**src/rtl/mem_arbiter_pkg.sv**
```systemverilog
// Shared types for the memory arbiter: FSM states, requester ids and the
// transaction record carried by each request slot and by the memory port.
package rv32i_types;

  typedef enum logic [1:0] {
    ARB_IDLE   = 2'd0,
    ARB_BUSY_I = 2'd1,
    ARB_BUSY_D = 2'd2
  } arb_state_t;

  typedef enum logic {
    SRC_IMEM = 1'b0,
    SRC_DMEM = 1'b1
  } arb_src_t;

  typedef struct packed {
    logic [31:0] addr;
    logic [3:0]  rmask;
    logic [3:0]  wmask;
    logic [31:0] wdata;
  } mem_txn_t;

  function automatic arb_src_t other_src(input arb_src_t src);
    return (src == SRC_IMEM) ? SRC_DMEM : SRC_IMEM;
  endfunction

endpackage

```
**src/rtl/mem_arbiter_if.sv**
```systemverilog
// Single-transaction memory bus: a requester (master) pulses req with the
// transaction fields, the responder (slave) pulses resp with rdata.
interface mem_arbiter_if;
  logic        req;
  logic [31:0] addr;
  logic [3:0]  rmask;
  logic [3:0]  wmask;
  logic [31:0] wdata;
  logic [31:0] rdata;
  logic        resp;

  modport master (
    output req, addr, rmask, wmask, wdata,
    input  rdata, resp
  );

  modport slave (
    input  req, addr, rmask, wmask, wdata,
    output rdata, resp
  );
endinterface

```
**src/rtl/mem_arbiter_req_slot.sv**
```systemverilog
// One-entry holding register for a requester whose pulse could not be
// granted straight away. load and clear are never asserted together.
module arb_req_slot
  import rv32i_types::*;
(
  input  logic     clk,
  input  logic     rst_n,
  input  logic     load,
  input  logic     clear,
  input  mem_txn_t txn_in,
  output logic     valid,
  output mem_txn_t txn
);

  always_ff @(posedge clk) begin
    if (!rst_n) begin
      valid <= 1'b0;
      txn   <= '0;
    end else if (load) begin
      valid <= 1'b1;
      txn   <= txn_in;
    end else if (clear) begin
      valid <= 1'b0;
    end
  end

endmodule

```
**src/rtl/mem_arbiter.sv**
```systemverilog
// Two-requester memory arbiter: imem and dmem share one memory port, one
// transaction in flight, ties alternate starting with dmem after reset.
//
// state      | meaning
// -----------+---------------------------------------------------------
// ARB_IDLE   | nothing in flight; grant a slot or a same-cycle request
// ARB_BUSY_I | fetch transaction issued, waiting for mem.resp
// ARB_BUSY_D | data transaction issued, waiting for mem.resp
module mem_arbiter
  import rv32i_types::*;
(
  input  logic          clk,
  input  logic          rst_n,
  mem_arbiter_if.slave  imem,
  mem_arbiter_if.slave  dmem,
  mem_arbiter_if.master mem
);

  arb_state_t state, state_nxt;
  arb_src_t   last_grant, last_grant_nxt;
  arb_src_t   grant_src;
  logic       grant;

  mem_txn_t imem_txn_in, dmem_txn_in;
  mem_txn_t islot_txn, dslot_txn;
  mem_txn_t grant_txn, mem_txn_q;
  logic     islot_valid, dslot_valid;
  logic     islot_load, dslot_load;
  logic     islot_clear, dslot_clear;
  logic     cand_i, cand_d;
  logic     imem_in_flight, dmem_in_flight;
  logic     mem_req_q;
  logic     imem_done, dmem_done;

  assign imem_txn_in = '{addr: imem.addr, rmask: imem.rmask,
                         wmask: imem.wmask, wdata: imem.wdata};
  assign dmem_txn_in = '{addr: dmem.addr, rmask: dmem.rmask,
                         wmask: dmem.wmask, wdata: dmem.wdata};

  // A pending slot and a fresh pulse both count; the pulse bypasses the slot.
  assign cand_i = islot_valid | imem.req;
  assign cand_d = dslot_valid | dmem.req;

  // The response cycle already frees the requester, so a pulse there is kept.
  assign imem_in_flight = (state == ARB_BUSY_I) && !mem.resp;
  assign dmem_in_flight = (state == ARB_BUSY_D) && !mem.resp;

  always_comb begin
    state_nxt      = state;
    last_grant_nxt = last_grant;
    grant          = 1'b0;
    grant_src      = SRC_IMEM;
    grant_txn      = '0;
    islot_clear    = 1'b0;
    dslot_clear    = 1'b0;

    case (state)
      ARB_IDLE: begin
        if (cand_i || cand_d) begin
          grant = 1'b1;
          if (cand_i && cand_d) begin
            grant_src = other_src(last_grant);
          end else begin
            grant_src = cand_i ? SRC_IMEM : SRC_DMEM;
          end
          last_grant_nxt = grant_src;
          if (grant_src == SRC_IMEM) begin
            grant_txn   = islot_valid ? islot_txn : imem_txn_in;
            islot_clear = islot_valid;
            state_nxt   = ARB_BUSY_I;
          end else begin
            grant_txn   = dslot_valid ? dslot_txn : dmem_txn_in;
            dslot_clear = dslot_valid;
            state_nxt   = ARB_BUSY_D;
          end
        end
      end
      ARB_BUSY_I, ARB_BUSY_D: begin
        if (mem.resp) begin
          state_nxt = ARB_IDLE;
        end
      end
      default: state_nxt = ARB_IDLE;
    endcase
  end

  assign islot_load = imem.req && !islot_valid && !imem_in_flight &&
                      !(grant && grant_src == SRC_IMEM);
  assign dslot_load = dmem.req && !dslot_valid && !dmem_in_flight &&
                      !(grant && grant_src == SRC_DMEM);

  arb_req_slot u_islot (
    .clk    (clk),
    .rst_n  (rst_n),
    .load   (islot_load),
    .clear  (islot_clear),
    .txn_in (imem_txn_in),
    .valid  (islot_valid),
    .txn    (islot_txn)
  );

  arb_req_slot u_dslot (
    .clk    (clk),
    .rst_n  (rst_n),
    .load   (dslot_load),
    .clear  (dslot_clear),
    .txn_in (dmem_txn_in),
    .valid  (dslot_valid),
    .txn    (dslot_txn)
  );

  always_ff @(posedge clk) begin
    if (!rst_n) begin
      state      <= ARB_IDLE;
      last_grant <= SRC_IMEM;
      mem_req_q  <= 1'b0;
      mem_txn_q  <= '0;
    end else begin
      state      <= state_nxt;
      last_grant <= last_grant_nxt;
      mem_req_q  <= grant;
      if (grant) begin
        mem_txn_q <= grant_txn;
      end
    end
  end

  assign mem.req   = mem_req_q;
  assign mem.addr  = mem_txn_q.addr;
  assign mem.rmask = mem_txn_q.rmask;
  assign mem.wmask = mem_txn_q.wmask;
  assign mem.wdata = mem_txn_q.wdata;

  assign imem_done  = (state == ARB_BUSY_I) && mem.resp;
  assign dmem_done  = (state == ARB_BUSY_D) && mem.resp;
  assign imem.resp  = imem_done;
  assign dmem.resp  = dmem_done;
  assign imem.rdata = imem_done ? mem.rdata : 32'h0;
  assign dmem.rdata = dmem_done ? mem.rdata : 32'h0;

endmodule
```
**src/flat_wrapper.sv**
```systemverilog
// flat-port wrapper written by rule: the top's interface ports become plain ports
module mem_arbiter_flat import rv32i_types::*;
  (clk, rst_n, imem_req, imem_addr, imem_rmask, imem_wmask, imem_wdata, imem_rdata, imem_resp, dmem_req, dmem_addr, dmem_rmask, dmem_wmask, dmem_wdata, dmem_rdata, dmem_resp, mem_req, mem_addr, mem_rmask, mem_wmask, mem_wdata, mem_rdata, mem_resp);
  mem_arbiter_if imem_i ();
  mem_arbiter_if dmem_i ();
  mem_arbiter_if mem_i ();
  input  logic clk;
  input  logic rst_n;
  input wire logic [$bits(imem_i.req)-1:0] imem_req;
  input wire logic [$bits(imem_i.addr)-1:0] imem_addr;
  input wire logic [$bits(imem_i.rmask)-1:0] imem_rmask;
  input wire logic [$bits(imem_i.wmask)-1:0] imem_wmask;
  input wire logic [$bits(imem_i.wdata)-1:0] imem_wdata;
  output wire logic [$bits(imem_i.rdata)-1:0] imem_rdata;
  output wire logic [$bits(imem_i.resp)-1:0] imem_resp;
  input wire logic [$bits(dmem_i.req)-1:0] dmem_req;
  input wire logic [$bits(dmem_i.addr)-1:0] dmem_addr;
  input wire logic [$bits(dmem_i.rmask)-1:0] dmem_rmask;
  input wire logic [$bits(dmem_i.wmask)-1:0] dmem_wmask;
  input wire logic [$bits(dmem_i.wdata)-1:0] dmem_wdata;
  output wire logic [$bits(dmem_i.rdata)-1:0] dmem_rdata;
  output wire logic [$bits(dmem_i.resp)-1:0] dmem_resp;
  output wire logic [$bits(mem_i.req)-1:0] mem_req;
  output wire logic [$bits(mem_i.addr)-1:0] mem_addr;
  output wire logic [$bits(mem_i.rmask)-1:0] mem_rmask;
  output wire logic [$bits(mem_i.wmask)-1:0] mem_wmask;
  output wire logic [$bits(mem_i.wdata)-1:0] mem_wdata;
  input wire logic [$bits(mem_i.rdata)-1:0] mem_rdata;
  input wire logic [$bits(mem_i.resp)-1:0] mem_resp;
  assign imem_i.req = imem_req;
  assign imem_i.addr = imem_addr;
  assign imem_i.rmask = imem_rmask;
  assign imem_i.wmask = imem_wmask;
  assign imem_i.wdata = imem_wdata;
  assign imem_rdata = imem_i.rdata;
  assign imem_resp = imem_i.resp;
  assign dmem_i.req = dmem_req;
  assign dmem_i.addr = dmem_addr;
  assign dmem_i.rmask = dmem_rmask;
  assign dmem_i.wmask = dmem_wmask;
  assign dmem_i.wdata = dmem_wdata;
  assign dmem_rdata = dmem_i.rdata;
  assign dmem_resp = dmem_i.resp;
  assign mem_req = mem_i.req;
  assign mem_addr = mem_i.addr;
  assign mem_rmask = mem_i.rmask;
  assign mem_wmask = mem_i.wmask;
  assign mem_wdata = mem_i.wdata;
  assign mem_i.rdata = mem_rdata;
  assign mem_i.resp = mem_resp;
  mem_arbiter u_core (.clk(clk), .rst_n(rst_n), .imem(imem_i), .dmem(dmem_i), .mem(mem_i));
endmodule
```
**config.mk**
```make
export PLATFORM = sky130hd
export DESIGN_NAME = mem_arbiter_flat
export DESIGN_NICKNAME = d
export VERILOG_FILES = /design/src/rtl/mem_arbiter_pkg.sv /design/src/rtl/mem_arbiter_if.sv /design/src/rtl/mem_arbiter_req_slot.sv /design/src/rtl/mem_arbiter.sv /design/src/flat_wrapper.sv
export SDC_FILE = /design/constraint.sdc
export NUM_CORES = 1
export LEC_CHECK = 0
export BUFFER_PORTS_ARGS = -buffer_cell sky130_fd_sc_hd__buf_2
export CORE_MARGIN = 2
export CORE_UTILIZATION = 50
export CTS_BUF_LIST = sky130_fd_sc_hd__clkbuf_16
export DETAILED_ROUTE_END_ITERATION = 10
export PLACE_DENSITY_LB_ADDON = 0.2
export SKIP_CTS_REPAIR_TIMING = 1
export SYNTH_ARGS = -nofsm -noshare
export SYNTH_HDL_FRONTEND = slang
export SYNTH_SLANG_ARGS = --single-unit
```
**constraint.sdc**
```tcl
create_clock -name clk -period 2.2 [get_ports clk]
set_input_delay 0.11 -clock clk [delete_from_list [all_inputs] [get_ports clk]]
set_output_delay 0.11 -clock clk [all_outputs]
set_load 0.01 [all_outputs]
```
==> results.toml, run 1 <==
[run_status]
status = "finished, final reports clean"

[power]
finalPower_mw = 12.83
p_seq_share_pct = 39.3
power_density_nw_per_um2 = 907.2
pwr-share-comb_pct = 30.9
vdd_drop_max_mv = 0.6365
clockPowerShare_pct = 29.8
p_leak_nw = 6.219
p_sw_mw = 4.270
swShare_pct = 33.27
p_int_mw = 8.562

[setup_path]
cp_max_fo = 26
arrival_ns = 2.42
path_cells = "inv_1, ha_1, a2111oi_4, buf_4, nand2_1, a21oi_1"
crit_required_ns = 2.64
start_kind = "register"
max_stage_delay_ns = 0.45
worstSetupEndpointType = "register"
critical_path_class = "register to register"
crit_path_top_delay_cell = "a2111oi_4"

[global_routing]
grt_overflow_total = 0
grt_max_degree = 67
grt_antenna_before_repair = 6
grt_pass1_vias = 9141
grt_pass1_wl_mm = 48.79
grt_util_all_layers_pct = 28.06

[timing]
worst_pin_slew_ns = 0.8082
finClkSkew_ns = 0.01078
drv_slew = 0
slew_headroom_pct = 45.92
rsz0062_at_grt = "false"
timing_hold_violations_final = 0
min_period_ns = 1.980
clock.fmax_mhz = 505.0
finalSetupViolCount = 0
tns_ns = 0
fin_crit_sh_pct = 90.01

[yosys]
synthCells = 1228
syn_area_per_cell_sq_um = 8.305
seq_area_frac_synth_pct = 43.58
synthDistinctLibCells = 33
yosys_warnings = 0
syn_area_sq_um = 10200
ys_seq_elements = 222
syn_nets = 1412

[cells_and_area]
layout-drive-gt1-share_pct = 23.61
nNetsFinal = 1823
fillerInstances = 1565
syn_to_final_growth_pct = 38.69
instances_no_fill = 1931

[detailed_routing]
ant_nets = 0
viasPerCell = 5.489
first_pass_iters = 5
via_count = 10600
drc_errors = 0
wl_mm = 34.39
wl_per_cell_um = 17.81
drt_iter0_markers = 530

[cts]
path_clk_slew_ns = 0.06
root_buffer = "clkbuf_16"
numCtsBuffers = 24
htree_levels = 1
clock_latency_ns = 0.51
cts_tree = "built"
cts.sinks = 222
cts_max_path_buffers = 3

[floorplan]
io_pins = 320
dieArea_sq_um = 21560
die_y_um = 146.8
core_area_sq_um = 20100
dieWidth_um = 146.8
initial_utilization_pct = 50.73
rows = 52

[placed_design]
placedCellCount = 1738
dp_hpwl_mm = 21.33
io_buffers = 319
gp_congestion = 0.8057

[worst_hold_path]
hold_path_class = "input port to register"

[flow_run]
drv_cap = 0
==> per-layer routing <==
metal / vias to the layer above / global-route usage (%) / part of all wire, %
li1: 5059 / - / -
met1: 5017 / 32.32 / 37
met2: 447 / 49.88 / 52
met3: 77 / 5.932 / 7.0
met4: 0 / 12.96 / 3.4
met5: - / 0 / 0
==> worst max-delay path: cells and delay by family (launching register included) <==
kind                       cells  cell delay, ns
and+or+nand+nor                1            0.11
DFF                            1            0.36
buffers and inverters          2            0.45
AOI/OAI and AO/OA              2            0.59
adders and majority gates      1            0.38
==> worst paths after layout <==
| kind | from | slack (ns) | to | cells past startpoint |
|---|---|---|---|---|
| setup / recovery | u_core.state[0] | 0.22 | u_core.u_dslot.txn[42] | 6 |
| setup reg to reg | u_core.state[0] | 0.22 | u_core.u_dslot.txn[42] | 6 |
| hold reg to reg | u_core.u_islot.txn[70] | 0.45 | u_core.u_islot.txn[70] | 2 |
| hold / removal | imem_req | 0.07 | u_core.state[1] | 4 |
==> layout by cell type, fill, tap and decap left out, types with 10 or more instances in the layout <==
cell	count
buf_4	21
and3_1	64
a21oi_1	148
buf_2	319
clkinv_1	10
nand2_1	434
dfxtp_1	220
dlygate4sd3_1	145
clkbuf_16	26
a32o_1	72
mux2i_1	144
==> final cells by class <==
type	instances	area (sq um)	share of cell area, %
inverters	5	21.27	0.1504
diodes	5	12.51	0.08846
repair buffers	493	3357	23.73
clock buffers	26	650.6	4.600
multi-input cells	893	5218	36.89
flip-flops and latches	222	4452	31.47
well taps	270	337.8	2.388
clock inverters	17	96.34	0.6811
==> power groups by stage <==
stage | Clock [mW] | Combinational [mW] | Sequential, mW
floorplan | 0 | 2.30 | 5.20
global placement | 0 | 3.63 | 5.08
detailed placement | 0 | 3.70 | 5.11
CTS | 3.89 | 3.71 | 5.03
global route | 4.05 | 4.28 | 5.11
finish | 3.82 | 3.96 | 5.04
==> synthesized netlist by cell type, drive strengths merged <==
library cell  count  share of area (%)
a211oi            1               0.12
nand3             1              0.049
o21ai             6               0.33
or4               1               0.11
nand2           434                 16
nor2              3               0.11
a21oi           149                7.3
a2111oi           1               0.27
a32o             72                7.1
a2111o            1               0.11
clkbuf           68                2.5
a2bb2oi           1              0.086
nand2b            2               0.12
clkinv            1              0.037
nor2b             2               0.12
and2              2               0.12
dfxtp           222                 44
mux2i           144                 14
and3             65                4.0
a211o             1              0.086
o21bai            2               0.18
inv               4               0.15
buf              40                2.9
ha                3               0.37
nand3b            1              0.074
o21a              1              0.074
==> registers in the layout (all words and copies together), names as in the netlist <==
name	count
u_core.u_islot.valid	1
u_core.state	2
u_core.last_grant	1
u_core.mem.wmask	4
u_core.u_islot.txn	72
u_core.mem.rmask	4
u_core.u_dslot.valid	1
u_core.mem.req	1
u_core.mem.wdata	32
u_core.u_dslot.txn	72
u_core.mem.addr	32
==> stage by stage <==
stage / area [sq um] / hold slack, ns / utilization (%) / setup WS [ns]
floorplan: 10200 / 0.2261 / - / 0.3471
global placement: 11930 / 0.3604 / 59.34 / 0.2481
detailed placement: 11930 / 0.3655 / 59.34 / 0.1365
CTS: 12680 / -0.1768 / 63.06 / 0.1204
global route: 14140 / 0.1132 / 70.34 / 0.09742
finish: 14140 / 0.06775 / 70.36 / 0.2197
==> kinds of logic after synthesis <==
group / count (synthesis) / share of synthesized area [%]
compound gates: 235 / 15.68
flops: 222 / 43.58
mux: 144 / 14.13
simple gates: 511 / 20.67
fa+ha+maj: 3 / 0.3681
buf+inv: 113 / 5.570
(Power assumes the default switching activity.)
==> run 2, diff against run 1 <==
--- a/config.mk
+++ b/config.mk
@@ -8,9 +8,9 @@
 export BUFFER_PORTS_ARGS = -buffer_cell sky130_fd_sc_hd__buf_2
 export CORE_MARGIN = 2
 export CORE_UTILIZATION = 50
-export CTS_BUF_LIST = sky130_fd_sc_hd__clkbuf_16
 export DETAILED_ROUTE_END_ITERATION = 10
 export PLACE_DENSITY_LB_ADDON = 0.2
+export REMOVE_ABC_BUFFERS = 1
 export SKIP_CTS_REPAIR_TIMING = 1
 export SYNTH_ARGS = -nofsm -noshare
 export SYNTH_HDL_FRONTEND = slang
==> results.toml, run 2 (synthesis gave the netlist of run 1 again) <==
[cts]
path_clk_slew_ns = 0.06
cts_tree = "built"
clock_latency_ns = 0.51
cts.sinks = 222
htree_levels = 1
cts_max_path_buffers = 3
numCtsBuffers = 24
root_buffer = "clkbuf_16"

[cells_and_area]
layout-drive-gt1-share_pct = 24.14
syn_to_final_growth_pct = 39.98
reg.largest.list = "u_core.u_dslot.txn (72), u_core.u_islot.txn (72)"
final_common_cell = "nand2_1"
nNetsFinal = 1820
fillerInstances = 1509
final_cell_mix = "434 x nand2_1, 319 x buf_2, 220 x dfxtp_1"
final_util_pct = 71.01

[floorplan]
dieArea_sq_um = 21560
io_pins = 320
rows = 52
dieWidth_um = 146.8
initial_utilization_pct = 50.73
core_area_sq_um = 20100
die_y_um = 146.8

[placed_design]
io_buffers = 319
gp_congestion = 0.8031
pre_cts_ws_ns = 0.2593
dp_hpwl_mm = 19.33

[detailed_routing]
wl_per_cell_um = 16.91
drt_iter0_markers = 648
via_count = 10410
ant_nets = 0
wl_mm = 32.55
drc_errors = 0
first_pass_iters = 5
viasPerCell = 5.408

[global_routing]
grt_pass1_wl_mm = 47.48
grt_antenna_before_repair = 2
grt_max_degree = 77
grt_overflow_total = 0
grt_pass1_vias = 9017
grt_util_all_layers_pct = 26.80

[timing]
rsz0062_at_grt = "false"
worst_pin_slew_ns = 0.6111
clock.fmax_mhz = 498.6
slew_headroom_pct = 59.26
fin_crit_sh_pct = 91.16
fin_ws_ns = 0.1945
finalSetupViolCount = 0
finClkSkew_ns = 0.01723
min_period_ns = 2.006
tns_ns = 0
drv_slew = 0
timing_hold_violations_final = 0

[setup_path]
arrival_ns = 2.44
cp_max_fo = 58
crit_required_ns = 2.63
cp-startpoint = "u_core.u_islot.valid"
crit_path_top_delay_cell = "a2111oi_4"
worstSetupEndpointType = "register"
path_cells = "buf_4, o21ai_2, a2111oi_4, buf_12, nand2_1, a21oi_1"
timing.rr.start = "u_core.u_islot.valid"
critical_path_class = "register to register"
start_kind = "register"
max_stage_delay_ns = 0.44

[run_status]
status = "finished, final reports clean"

[power]
p_leak_nw = 6.265
swShare_pct = 32.10
p_int_mw = 8.969
power_density_nw_per_um2 = 925.3
p_seq_share_pct = 38.0
p_sw_mw = 4.241
clockPowerShare_pct = 31.8
vdd_drop_max_mv = 0.6878
pwr-share-comb_pct = 30.2

[worst_hold_path]
hold_path_class = "input port to register"
min_from = "imem_req"

[flow_run]
drv_cap = 0
-- run 2: final cells by class --
| cell class | count | area (sq um) | area share (%) |
|---|---|---|---|
| tap | 270 | 337.8 | 2.366 |
| clock buffer | 38 | 763.2 | 5.346 |
| inverter | 5 | 21.27 | 0.1490 |
| antenna | 2 | 5.005 | 0.03506 |
| timing repair buffer | 490 | 3393 | 23.77 |
| clock inverter | 5 | 86.33 | 0.6047 |
| multi-input combinational | 893 | 5218 | 36.55 |
| sequential | 222 | 4452 | 31.18 |
-- run 2: worst paths after layout --
path                       endpoint  slack (ns)  cells after the start
max reg2reg  u_core.u_dslot.txn[60]        0.19                      6
max          u_core.u_dslot.txn[60]        0.19                      6
min reg2reg  u_core.u_dslot.txn[21]        0.45                      2
min                 u_core.state[1]        0.10                      4
-- run 2: through the flow --
stage | total power, mW | instances | instance area, sq um | hold slack [ns]
2_1_floorplan | 7.394 | 1120 | 9649 | 0.2261
3_3_place_gp | 8.734 | 1735 | 11970 | 0.3589
3_5_place_dp | 8.821 | 1735 | 11970 | 0.3668
4_1_cts | 13.02 | 1778 | 12820 | -0.1734
5_1_grt | 13.84 | 1925 | 14280 | 0.1077
6_report | 13.21 | 1925 | 14280 | 0.1000
-- run 2: layer usage --
metal	track usage, %	part of all wire (%)	vias up
met2	43.87	48	370
met5	0	0	-
met4	6.505	2.1	0
met1	35.73	43	4943
met3	6.708	6.9	54
li1	-	-	5044
-- run 2: power groups by stage --
| stage | registers (mW) | logic, mW | clock network (mW) |
|---|---|---|---|
| after global routing | 5.10 | 4.32 | 4.42 |
| after floorplan | 5.37 | 2.03 | 0 |
| after detailed placement | 5.09 | 3.73 | 0 |
| after CTS | 5.01 | 3.75 | 4.26 |
| final | 5.02 | 3.98 | 4.20 |
| after global placement | 5.07 | 3.67 | 0 |
-- run 2: worst max-delay path: cells and delay by family (launching register included) --
family                 cells  cell delay [ns]
AO/OA/AOI/OAI              3             0.73
buffers and inverters      2             0.63
flip-flops                 1             0.35
AND/OR/NAND/NOR            1             0.13
